### src/rtl/tinker_mem_arbiter_pkg.sv
`default_nettype none
// +----------------------------------------------------------------------+
// | Module      : tinker_arb_pkg                                         |
// | Description : Shared types and constants for the Tinker memory       |
// |               arbiter (FSM states, grant encoding, latency limit).   |
// | Revision    : 1.0 - initial release                                  |
// +----------------------------------------------------------------------+
package tinker_arb_pkg;

  typedef enum logic [1:0] {
    IDLE  = 2'd0,
    ISSUE = 2'd1,
    WAIT  = 2'd2,
    RESP  = 2'd3
  } arb_state_t;

  typedef enum logic {
    FETCH = 1'b0,
    DATA  = 1'b1
  } arb_grant_t;

  // Largest memory latency the 3-bit wait counter can sequence.
  localparam int ARB_MAX_LATENCY = 7;

endpackage
`default_nettype wire

### src/rtl/tinker_mem_arbiter_if.sv
`default_nettype none
// +----------------------------------------------------------------------+
// | Module      : tinker_mem_arbiter_if                                  |
// | Description : Bundles the fetch port, data port and memory port of   |
// |               the Tinker memory arbiter.                             |
// | Revision    : 1.0 - initial release                                  |
// +----------------------------------------------------------------------+
interface tinker_mem_arbiter_if #(
  parameter int ADDR_W = 64
);

  // Instruction-fetch requester
  logic              if_req_valid;
  logic              if_req_ready;
  logic [ADDR_W-1:0] if_addr;
  logic              if_rsp_valid;
  logic [31:0]       if_rsp_data;

  // Load/store requester
  logic              d_req_valid;
  logic              d_req_ready;
  logic              d_req_we;
  logic [ADDR_W-1:0] d_addr;
  logic [63:0]       d_wdata;
  logic              d_rsp_valid;
  logic [63:0]       d_rsp_data;

  // Single-port memory
  logic              mem_en;
  logic              mem_we;
  logic [ADDR_W-1:0] mem_addr;
  logic [63:0]       mem_wdata;
  logic [63:0]       mem_rdata;

  // Arbiter side: takes requests and memory read data, drives the rest.
  modport slave (
    input  if_req_valid, if_addr,
    output if_req_ready, if_rsp_valid, if_rsp_data,
    input  d_req_valid, d_req_we, d_addr, d_wdata,
    output d_req_ready, d_rsp_valid, d_rsp_data,
    output mem_en, mem_we, mem_addr, mem_wdata,
    input  mem_rdata
  );

  // Environment side: the core requesters plus the memory unit.
  modport master (
    output if_req_valid, if_addr,
    input  if_req_ready, if_rsp_valid, if_rsp_data,
    output d_req_valid, d_req_we, d_addr, d_wdata,
    input  d_req_ready, d_rsp_valid, d_rsp_data,
    input  mem_en, mem_we, mem_addr, mem_wdata,
    output mem_rdata
  );

endinterface
`default_nettype wire

### src/rtl/tinker_mem_arbiter_rr_arb2.sv
`default_nettype none
// +----------------------------------------------------------------------+
// | Module      : tinker_rr_arb2                                         |
// | Description : Two-input round-robin picker. Bit 0 is fetch, bit 1 is |
// |               data. Purely combinational; history lives in parent.   |
// | Revision    : 1.0 - initial release                                  |
// +----------------------------------------------------------------------+
module tinker_rr_arb2
  import tinker_arb_pkg::*;
(
  input  logic [1:0] req,
  input  arb_grant_t last_grant,
  input  logic       en,
  output logic [1:0] gnt
);

  // A lone requester wins; on a tie the side not served last time wins.
  always_comb begin
    gnt = 2'b00;
    if (en) begin
      if (req[0] && (!req[1] || (last_grant == DATA))) begin
        gnt = 2'b01;
      end else if (req[1]) begin
        gnt = 2'b10;
      end
    end
  end

endmodule
`default_nettype wire

### src/rtl/tinker_mem_arbiter.sv
`default_nettype none
// +----------------------------------------------------------------------+
// | Module      : tinker_mem_arbiter                                     |
// | Description : Shares the single-port Tinker memory between fetch and |
// |               load/store. One transaction in flight, round-robin on  |
// |               conflicts, fixed read latency MEM_LATENCY.             |
// | Revision    : 1.0 - initial release                                  |
// +----------------------------------------------------------------------+
module tinker_mem_arbiter
  import tinker_arb_pkg::*;
#(
  parameter int MEM_LATENCY = 0,
  parameter int ADDR_W      = 64
) (
  input  logic                 clk,
  input  logic                 reset,
  tinker_mem_arbiter_if.slave  bus
);

  // Latency limited to what the 3-bit counter can express.
  localparam int c_lat = (MEM_LATENCY > ARB_MAX_LATENCY) ? ARB_MAX_LATENCY :
                         ((MEM_LATENCY < 0) ? 0 : MEM_LATENCY);
  localparam logic [2:0] c_lat_load = (c_lat > 0) ? 3'(c_lat - 1) : 3'd0;

  arb_state_t        r_state;
  arb_grant_t        r_last_grant;
  logic [2:0]        r_cnt;
  logic [ADDR_W-1:0] r_addr;
  logic              r_we;
  logic [63:0]       r_wdata;
  logic              r_mem_en;
  logic              r_mem_we;
  logic              r_if_rsp_valid;
  logic [31:0]       r_if_rsp_data;
  logic              r_d_rsp_valid;
  logic [63:0]       r_d_rsp_data;

  logic [1:0]        w_req;
  logic [1:0]        w_gnt;
  logic              w_arb_en;
  logic              w_accept;
  logic              w_capture;

  assign w_req    = {bus.d_req_valid, bus.if_req_valid};
  // Ready is only offered from IDLE, and never while reset is held.
  assign w_arb_en = (r_state == IDLE) && !reset;

  tinker_rr_arb2 u_rr_arb2 (
    .req        (w_req),
    .last_grant (r_last_grant),
    .en         (w_arb_en),
    .gnt        (w_gnt)
  );

  assign w_accept  = |w_gnt;
  // Read data is sampled at the end of ISSUE (zero latency) or at the
  // last WAIT cycle.
  assign w_capture = ((r_state == ISSUE) && (c_lat == 0)) ||
                     ((r_state == WAIT) && (r_cnt == 3'd0));

  // Transaction sequencer: accept, issue, wait out latency, respond.
  always_ff @(posedge clk or posedge reset) begin
    if (reset) begin
      r_state        <= IDLE;
      r_last_grant   <= DATA;
      r_cnt          <= 3'd0;
      r_addr         <= '0;
      r_we           <= 1'b0;
      r_wdata        <= 64'd0;
      r_mem_en       <= 1'b0;
      r_mem_we       <= 1'b0;
      r_if_rsp_valid <= 1'b0;
      r_if_rsp_data  <= 32'd0;
      r_d_rsp_valid  <= 1'b0;
      r_d_rsp_data   <= 64'd0;
    end else begin
      r_mem_en       <= 1'b0;
      r_mem_we       <= 1'b0;
      r_if_rsp_valid <= 1'b0;
      r_d_rsp_valid  <= 1'b0;

      case (r_state)
        IDLE: begin
          if (w_accept) begin
            r_last_grant <= w_gnt[1] ? DATA : FETCH;
            r_addr       <= w_gnt[1] ? bus.d_addr : bus.if_addr;
            r_we         <= w_gnt[1] & bus.d_req_we;
            r_wdata      <= w_gnt[1] ? bus.d_wdata : 64'd0;
            r_mem_en     <= 1'b1;
            r_mem_we     <= w_gnt[1] & bus.d_req_we;
            r_state      <= ISSUE;
          end
        end
        ISSUE: begin
          if (c_lat == 0) begin
            r_state <= RESP;
          end else begin
            r_cnt   <= c_lat_load;
            r_state <= WAIT;
          end
        end
        WAIT: begin
          if (r_cnt == 3'd0) begin
            r_state <= RESP;
          end else begin
            r_cnt <= r_cnt - 3'd1;
          end
        end
        RESP: begin
          r_state <= IDLE;
        end
        default: begin
          r_state <= IDLE;
        end
      endcase

      // Capture into the response registers so the response cycle sees
      // only flopped data.
      if (w_capture) begin
        if (r_last_grant == FETCH) begin
          r_if_rsp_valid <= 1'b1;
          r_if_rsp_data  <= bus.mem_rdata[31:0];
        end else begin
          r_d_rsp_valid <= 1'b1;
          r_d_rsp_data  <= r_we ? 64'd0 : bus.mem_rdata;
        end
      end
    end
  end

  assign bus.if_req_ready = w_gnt[0];
  assign bus.d_req_ready  = w_gnt[1];
  assign bus.if_rsp_valid = r_if_rsp_valid;
  assign bus.if_rsp_data  = r_if_rsp_data;
  assign bus.d_rsp_valid  = r_d_rsp_valid;
  assign bus.d_rsp_data   = r_d_rsp_data;
  assign bus.mem_en       = r_mem_en;
  assign bus.mem_we       = r_mem_we;
  assign bus.mem_addr     = r_addr;
  assign bus.mem_wdata    = r_wdata;

endmodule
`default_nettype wire

### src/flat_wrapper.sv
// flat-port wrapper written by rule: the top's interface ports become plain ports
module tinker_mem_arbiter_flat import tinker_arb_pkg::*;
#(
  parameter int MEM_LATENCY = 0,
  parameter int ADDR_W      = 64
)
  (clk, reset, bus_if_req_valid, bus_if_addr, bus_if_req_ready, bus_if_rsp_valid, bus_if_rsp_data, bus_d_req_valid, bus_d_req_we, bus_d_addr, bus_d_wdata, bus_d_req_ready, bus_d_rsp_valid, bus_d_rsp_data, bus_mem_en, bus_mem_we, bus_mem_addr, bus_mem_wdata, bus_mem_rdata);
  tinker_mem_arbiter_if #(.ADDR_W(ADDR_W)) bus_i ();
  input  logic clk;
  input  logic reset;
  input wire logic [$bits(bus_i.if_req_valid)-1:0] bus_if_req_valid;
  input wire logic [$bits(bus_i.if_addr)-1:0] bus_if_addr;
  output wire logic [$bits(bus_i.if_req_ready)-1:0] bus_if_req_ready;
  output wire logic [$bits(bus_i.if_rsp_valid)-1:0] bus_if_rsp_valid;
  output wire logic [$bits(bus_i.if_rsp_data)-1:0] bus_if_rsp_data;
  input wire logic [$bits(bus_i.d_req_valid)-1:0] bus_d_req_valid;
  input wire logic [$bits(bus_i.d_req_we)-1:0] bus_d_req_we;
  input wire logic [$bits(bus_i.d_addr)-1:0] bus_d_addr;
  input wire logic [$bits(bus_i.d_wdata)-1:0] bus_d_wdata;
  output wire logic [$bits(bus_i.d_req_ready)-1:0] bus_d_req_ready;
  output wire logic [$bits(bus_i.d_rsp_valid)-1:0] bus_d_rsp_valid;
  output wire logic [$bits(bus_i.d_rsp_data)-1:0] bus_d_rsp_data;
  output wire logic [$bits(bus_i.mem_en)-1:0] bus_mem_en;
  output wire logic [$bits(bus_i.mem_we)-1:0] bus_mem_we;
  output wire logic [$bits(bus_i.mem_addr)-1:0] bus_mem_addr;
  output wire logic [$bits(bus_i.mem_wdata)-1:0] bus_mem_wdata;
  input wire logic [$bits(bus_i.mem_rdata)-1:0] bus_mem_rdata;
  assign bus_i.if_req_valid = bus_if_req_valid;
  assign bus_i.if_addr = bus_if_addr;
  assign bus_if_req_ready = bus_i.if_req_ready;
  assign bus_if_rsp_valid = bus_i.if_rsp_valid;
  assign bus_if_rsp_data = bus_i.if_rsp_data;
  assign bus_i.d_req_valid = bus_d_req_valid;
  assign bus_i.d_req_we = bus_d_req_we;
  assign bus_i.d_addr = bus_d_addr;
  assign bus_i.d_wdata = bus_d_wdata;
  assign bus_d_req_ready = bus_i.d_req_ready;
  assign bus_d_rsp_valid = bus_i.d_rsp_valid;
  assign bus_d_rsp_data = bus_i.d_rsp_data;
  assign bus_mem_en = bus_i.mem_en;
  assign bus_mem_we = bus_i.mem_we;
  assign bus_mem_addr = bus_i.mem_addr;
  assign bus_mem_wdata = bus_i.mem_wdata;
  assign bus_i.mem_rdata = bus_mem_rdata;
  tinker_mem_arbiter #(.MEM_LATENCY(MEM_LATENCY), .ADDR_W(ADDR_W)) u_core (.clk(clk), .reset(reset), .bus(bus_i));
endmodule
### config.mk
export PLATFORM = sky130hd
export DESIGN_NAME = tinker_mem_arbiter_flat
export DESIGN_NICKNAME = d
export VERILOG_FILES = /design/src/rtl/tinker_mem_arbiter_pkg.sv /design/src/rtl/tinker_mem_arbiter_if.sv /design/src/rtl/tinker_mem_arbiter_rr_arb2.sv /design/src/rtl/tinker_mem_arbiter.sv /design/src/flat_wrapper.sv
export SDC_FILE = /design/constraint.sdc
export NUM_CORES = 1
export LEC_CHECK = 0
export BUFFER_PORTS_ARGS = -buffer_cell sky130_fd_sc_hd__buf_4
export CAP_MARGIN = 20
export CELL_PAD_IN_SITES_DETAIL_PLACEMENT = 1
export CELL_PAD_IN_SITES_GLOBAL_PLACEMENT = 2
export CORE_MARGIN = 8
export CORE_UTILIZATION = 31
export CTS_BUF_LIST = sky130_fd_sc_hd__clkbuf_2 sky130_fd_sc_hd__clkbuf_4 sky130_fd_sc_hd__clkbuf_8
export CTS_CLUSTER_DIAMETER = 80
export DETAILED_ROUTE_END_ITERATION = 10
export PLACE_DENSITY_LB_ADDON = 0.08
export SKIP_CTS_REPAIR_TIMING = 1
export SYNTH_ARGS = -nofsm -noshare
export SYNTH_HDL_FRONTEND = slang
export SYNTH_SLANG_ARGS = --single-unit
### constraint.sdc
create_clock -name clk -period 17.7 [get_ports clk]
set_clock_uncertainty 0.2 [all_clocks]
set_input_delay 1.77 -clock clk [delete_from_list [all_inputs] [get_ports clk]]
set_output_delay 1.77 -clock clk [all_outputs]
set_load 0.02 [all_outputs]
* Word level (Yosys, flattened, before mapping)
Index checks and enable logic that the tools add are counted.
W data, S select, Z words.
** Operators by class
- Bitwise logic cells :: 3
- Add/sub/neg operators :: 1
- Equality and inequality tests :: 5
- Reductions and logical operators :: 15
- Multiplexer cells :: 18
** Operators by type and width (count)
- $mux W64 :: 3
- $mux W2 :: 5
- $reduce_and A2 Y1 :: 5
- $mux W1 :: 9
- $pmux W2 S4 :: 1
- $eq A2 B2 Y1 const B :: 2
- $logic_and A1 B1 Y1 :: 3
- $logic_not A3 Y1 :: 1
- $sub A3 B1 Y3 const B :: 1
- $eq A2 B1 Y1 const B :: 1
- $logic_not A1 Y1 :: 2
- $logic_not A2 Y1 :: 1
- $logic_or A1 B1 Y1 :: 2
- $ne A2 B1 Y1 const B :: 1
- $ne A2 B2 Y1 const B :: 1
- $not A1 Y1 :: 2
- $reduce_or A2 Y1 :: 1
- $and A1 B1 Y1 :: 1
** Storage, ports and cells
- Register bits :: 235

* Logic depth before layout (Yosys ltp)
- Word-level depth :: 8
- Mapped depth :: 9
- Gate-level depth less buffers :: 6

* Hierarchy
From an unflattened synthesis, not the netlist that was laid out.
** Unflattened totals
- Cells, all modules :: 879
- Area total of the unflattened synthesis :: 10138.5 sq um
** Modules (own cells, without submodules)
- tinker_mem_arbiter :: area an instance 10117.2 sq um, cells each 874, instances 1
- tinker_rr_arb2 :: area an instance 21.3 sq um, cells each 5, instances 1

* Worst setup path before layout
Ideal clock, no wire load.
- Kind :: in2out
- From :: input reset
- To :: output bus_if_req_ready
- Setup slack :: 8.512 ns
- Stages on the path :: 3
- Path buffers :: 0
- Arrival time :: 7.218 ns
- Cell sequence :: inv_1 > nand2_1 > nor2_1
** On the way
- Longest elaborated chain between the ends :: 3
** RTL lines
- start, declared :: line flat_wrapper.sv:10 : input logic reset;
- $logic_not A1 Y1 :: line tinker_mem_arbiter.sv:46 : assign w_arb_en = (r_state == IDLE) && !reset;
- $logic_and A1 B1 Y1 :: line tinker_mem_arbiter.sv:46
- $mux W2 :: line tinker_mem_arbiter_rr_arb2.sv:20 : if (en) begin
- end, declared :: line flat_wrapper.sv:13 : output wire logic [$bits(bus_i.if_req_ready)-1:0] bus_if_req_ready;
Every way passes these cells.

* Worst setup path after layout
- From :: input reset
- To :: output bus_d_req_ready
** On the way
- Longest elaborated chain between the ends :: 3
** RTL lines
- $logic_not A1 Y1 :: line tinker_mem_arbiter.sv:46
- $logic_and A1 B1 Y1 :: line tinker_mem_arbiter.sv:46
- $mux W2 :: line tinker_mem_arbiter_rr_arb2.sv:20
- end, declared :: line flat_wrapper.sv:20 : output wire logic [$bits(bus_i.d_req_ready)-1:0] bus_d_req_ready;
Every way passes these cells.

==> qor.csv <==
metric,value,unit
synth_warnings,0,
period_needed,5170,ps
drv_cap,0,
syn_avg_cell_area,13.1,um2
path_buf_inv,4,
port_buffers,490,
place_congestion,0.746,
cts_buffer_depth,3,
ys_dominant_reg_cell,dfrtp_1,
drive_gt1_frac,0.541,
cts_sinks,235,
ir_worst_vdd,0.0765,mV
grt_pass1_wl,58.1,mm
cp-start-kind,input pin,
start_util,0.312,
synth-seq-cells,235,
cp_max_fo,65,
ys_seq_area_frac,0.600,
syn-num-nets,1018,
first_iter_violations,278,
cts_tree,built,
hold_viol,0,
fmax,193,MHz
io_pins,491,
grt_pass1_vias,9004,
yosysTopAreaCell,dfrtp_1,
timing.setup.tns,0,ps
fin_cells,1673,
hp-class,reg -> reg,
die_x,194,um
required,15730,ps
synth.area.top_cells,"dfrtp_1 60%, mux2_4 7.5%, a22o_1 5.7%",
slowest_delay,590,ps
drcViolationCount,0,
die_h,194,um
setup_viol,0,
clockRootBuffer,clkbuf_8,
layout_commonest_cell,buf_4,
clk_pin_slew_worst_paths,50,ps
htreeDepth,2,
max-slew-margin-rel,0.370,
synthDistinctLibCells,32,
wirelength,38.5,mm
wl_per_cell,23.0,um
arrival,3200,ps
dr.pass1.iters,4,
cp_top_family,buffers and inverters,
vias,7856,
drtAntennaViolNets,0,
antenna_found_initial,1,
power.density,201,nW/um2
crit_slowest_cell,buf_4,
rsz0062_at_grt,no,
die_area,37600,um2
crit_type,in -> out,
area.growth.synth_to_final,49.0,%
layout_common_cells,"499 x buf_4, 233 x dfrtp_1, 69 x nand2_1",
worst_pin_slew,945,ps
slew_violations,0,
routed_via_density,4.70,
synthArstFlopShare,1.00,
grt_max_degree,116,
cts-buffers-inserted,43,
synth-edff-count,0,
cpMostUsedCell,buf_4,
core,31400,um2
endpoint_kind,output port,
dp_hpwl,28.8,mm
grt_overflow,0,
synth_top_area_frac,0.597,
dp.cells,1593,
grt_usage,0.199,
whs,281,ps
fin_nets,1505,
syn-cell-area,9810,um2
rows,65,
crit_path_cell_trace,buf_4 > and2b_4 > nand2_2 > inv_2 > buf_4 > buf_4,
synthCells,751,
insertion_delay,530,ps
finalCritPeriodShare,0.292,
status,"finished, final reports clean",
leakage,7.46,nW
==> worst register-to-register path, stage by stage, from the launching register on <==
cell and delay, ps:
dfrtp_1 380, inv_1 90, ha_1 290, and2b_4 230
o21ai_4 50, buf_4 380, buf_16 320, buf_4 730
a21boi_2 210, mux2_1 330
==> synthesized netlist by cell type (7+ instances only) <==
| library cell | n |
|---|---|
| a22o_1 | 64 |
| buf_2 | 17 |
| buf_4 | 16 |
| buf_6 | 7 |
| clkbuf_1 | 13 |
| dfrtp_1 | 234 |
| inv_1 | 9 |
| mux2_2 | 47 |
| mux2_4 | 49 |
| nand2_1 | 70 |
| nor2b_1 | 64 |
| o21ai_0 | 17 |
| o21ai_1 | 50 |
| o22ai_1 | 64 |
==> registers in the layout, indices dropped and copies added, names as in the netlist, 2 cells and up <==
name and count:
u_core.bus.d_rsp_data 64, u_core.bus.if_rsp_data 32, u_core.bus.mem_wdata 64, u_core.r_state 2
u_core.bus.mem_addr 64, u_core.r_cnt 3
==> where the power goes <==
group	total [mW]	switching [mW]	internal [mW]	leakage, nW
Sequential	0.953	0.151	0.802	2.89
Combinational	1.43	0.764	0.668	4.07
Clock	0.549	0.227	0.322	0.500
==> layout make-up <==
type | instances | area [um2]
Fill cell | 3430 | 16800
Multi-Input combinational cell | 446 | 3460
Antenna cell | 1 | 2.50
Clock buffer | 74 | 912
Tap cell | 402 | 503
Inverter | 11 | 48.8
Sequential cell | 235 | 5880
Timing Repair Buffer | 501 | 3790
Clock inverter | 3 | 15.0
==> layer usage <==
| metal | share of wire | track usage | vias to the layer above | wire, um |
|---|---|---|---|---|
| met1 | 0.37 | 0.217 | 3837 | 14300 |
| met2 | 0.49 | 0.339 | 321 | 19000 |
| li1 | - | - | 3635 | - |
| met4 | 0.026 | 0.0617 | 0 | 1020 |
| met5 | 0 | 0 | - | 0 |
| met3 | 0.11 | 0.0975 | 63 | 4170 |
==> worst paths after layout <==
path                                                     start                                  end  slack [ps]  cells past startpoint
min                        u_core.bus.mem_addr[51]$_DFFE_PP0P_  u_core.bus.mem_addr[51]$_DFFE_PP0P_         280                      2
max in group asynchronous                                reset              u_core.r_we$_DFFE_PP0P_       14680                      3
min in group asynchronous                                reset   u_core.bus.mem_addr[1]$_DFFE_PP0P_        1190                      2
max reg2reg                      u_core.r_state[0]$_DFFE_PP0P_        u_core.r_state[1]$_DFFE_PP0P_       14370                      9
max                                                      reset                      bus_d_req_ready       12530                      6
min reg2reg                u_core.bus.mem_addr[51]$_DFFE_PP0P_  u_core.bus.mem_addr[51]$_DFFE_PP0P_         280                      2
==> through the flow <==
step | utilization | setup slack (ps) | power, mW | cell area, um2
3_3_place_gp | 0.434 | 12540 | 2.39 | 13600
4_1_cts | 0.464 | 12530 | 2.98 | 14600
3_5_place_dp | 0.434 | 12520 | 2.41 | 13600
5_1_grt | 0.466 | 12430 | 3.11 | 14600
2_1_floorplan | - | 8510 | 1.77 | 9810
6_report | 0.466 | 12530 | 2.93 | 14600
==> kinds of logic (layout without fill, tap and decap cells) <==
group                      count (synthesis)  in the layout  share of synthesized area
muxes                                     98             98                      0.131
and+or+nand+nor                          140            140                     0.0722
AOI/OAI and AO/OA                        201            201                      0.138
buffers and inverters                     70            589                     0.0504
DFF                                      235            235                      0.600
other                                      0              1                          0
adders and majority gates                  6              6                    0.00766
xor gates and xnor gates                   1              1                   0.000893
Note: power is estimated with default switching activity, not from simulation.
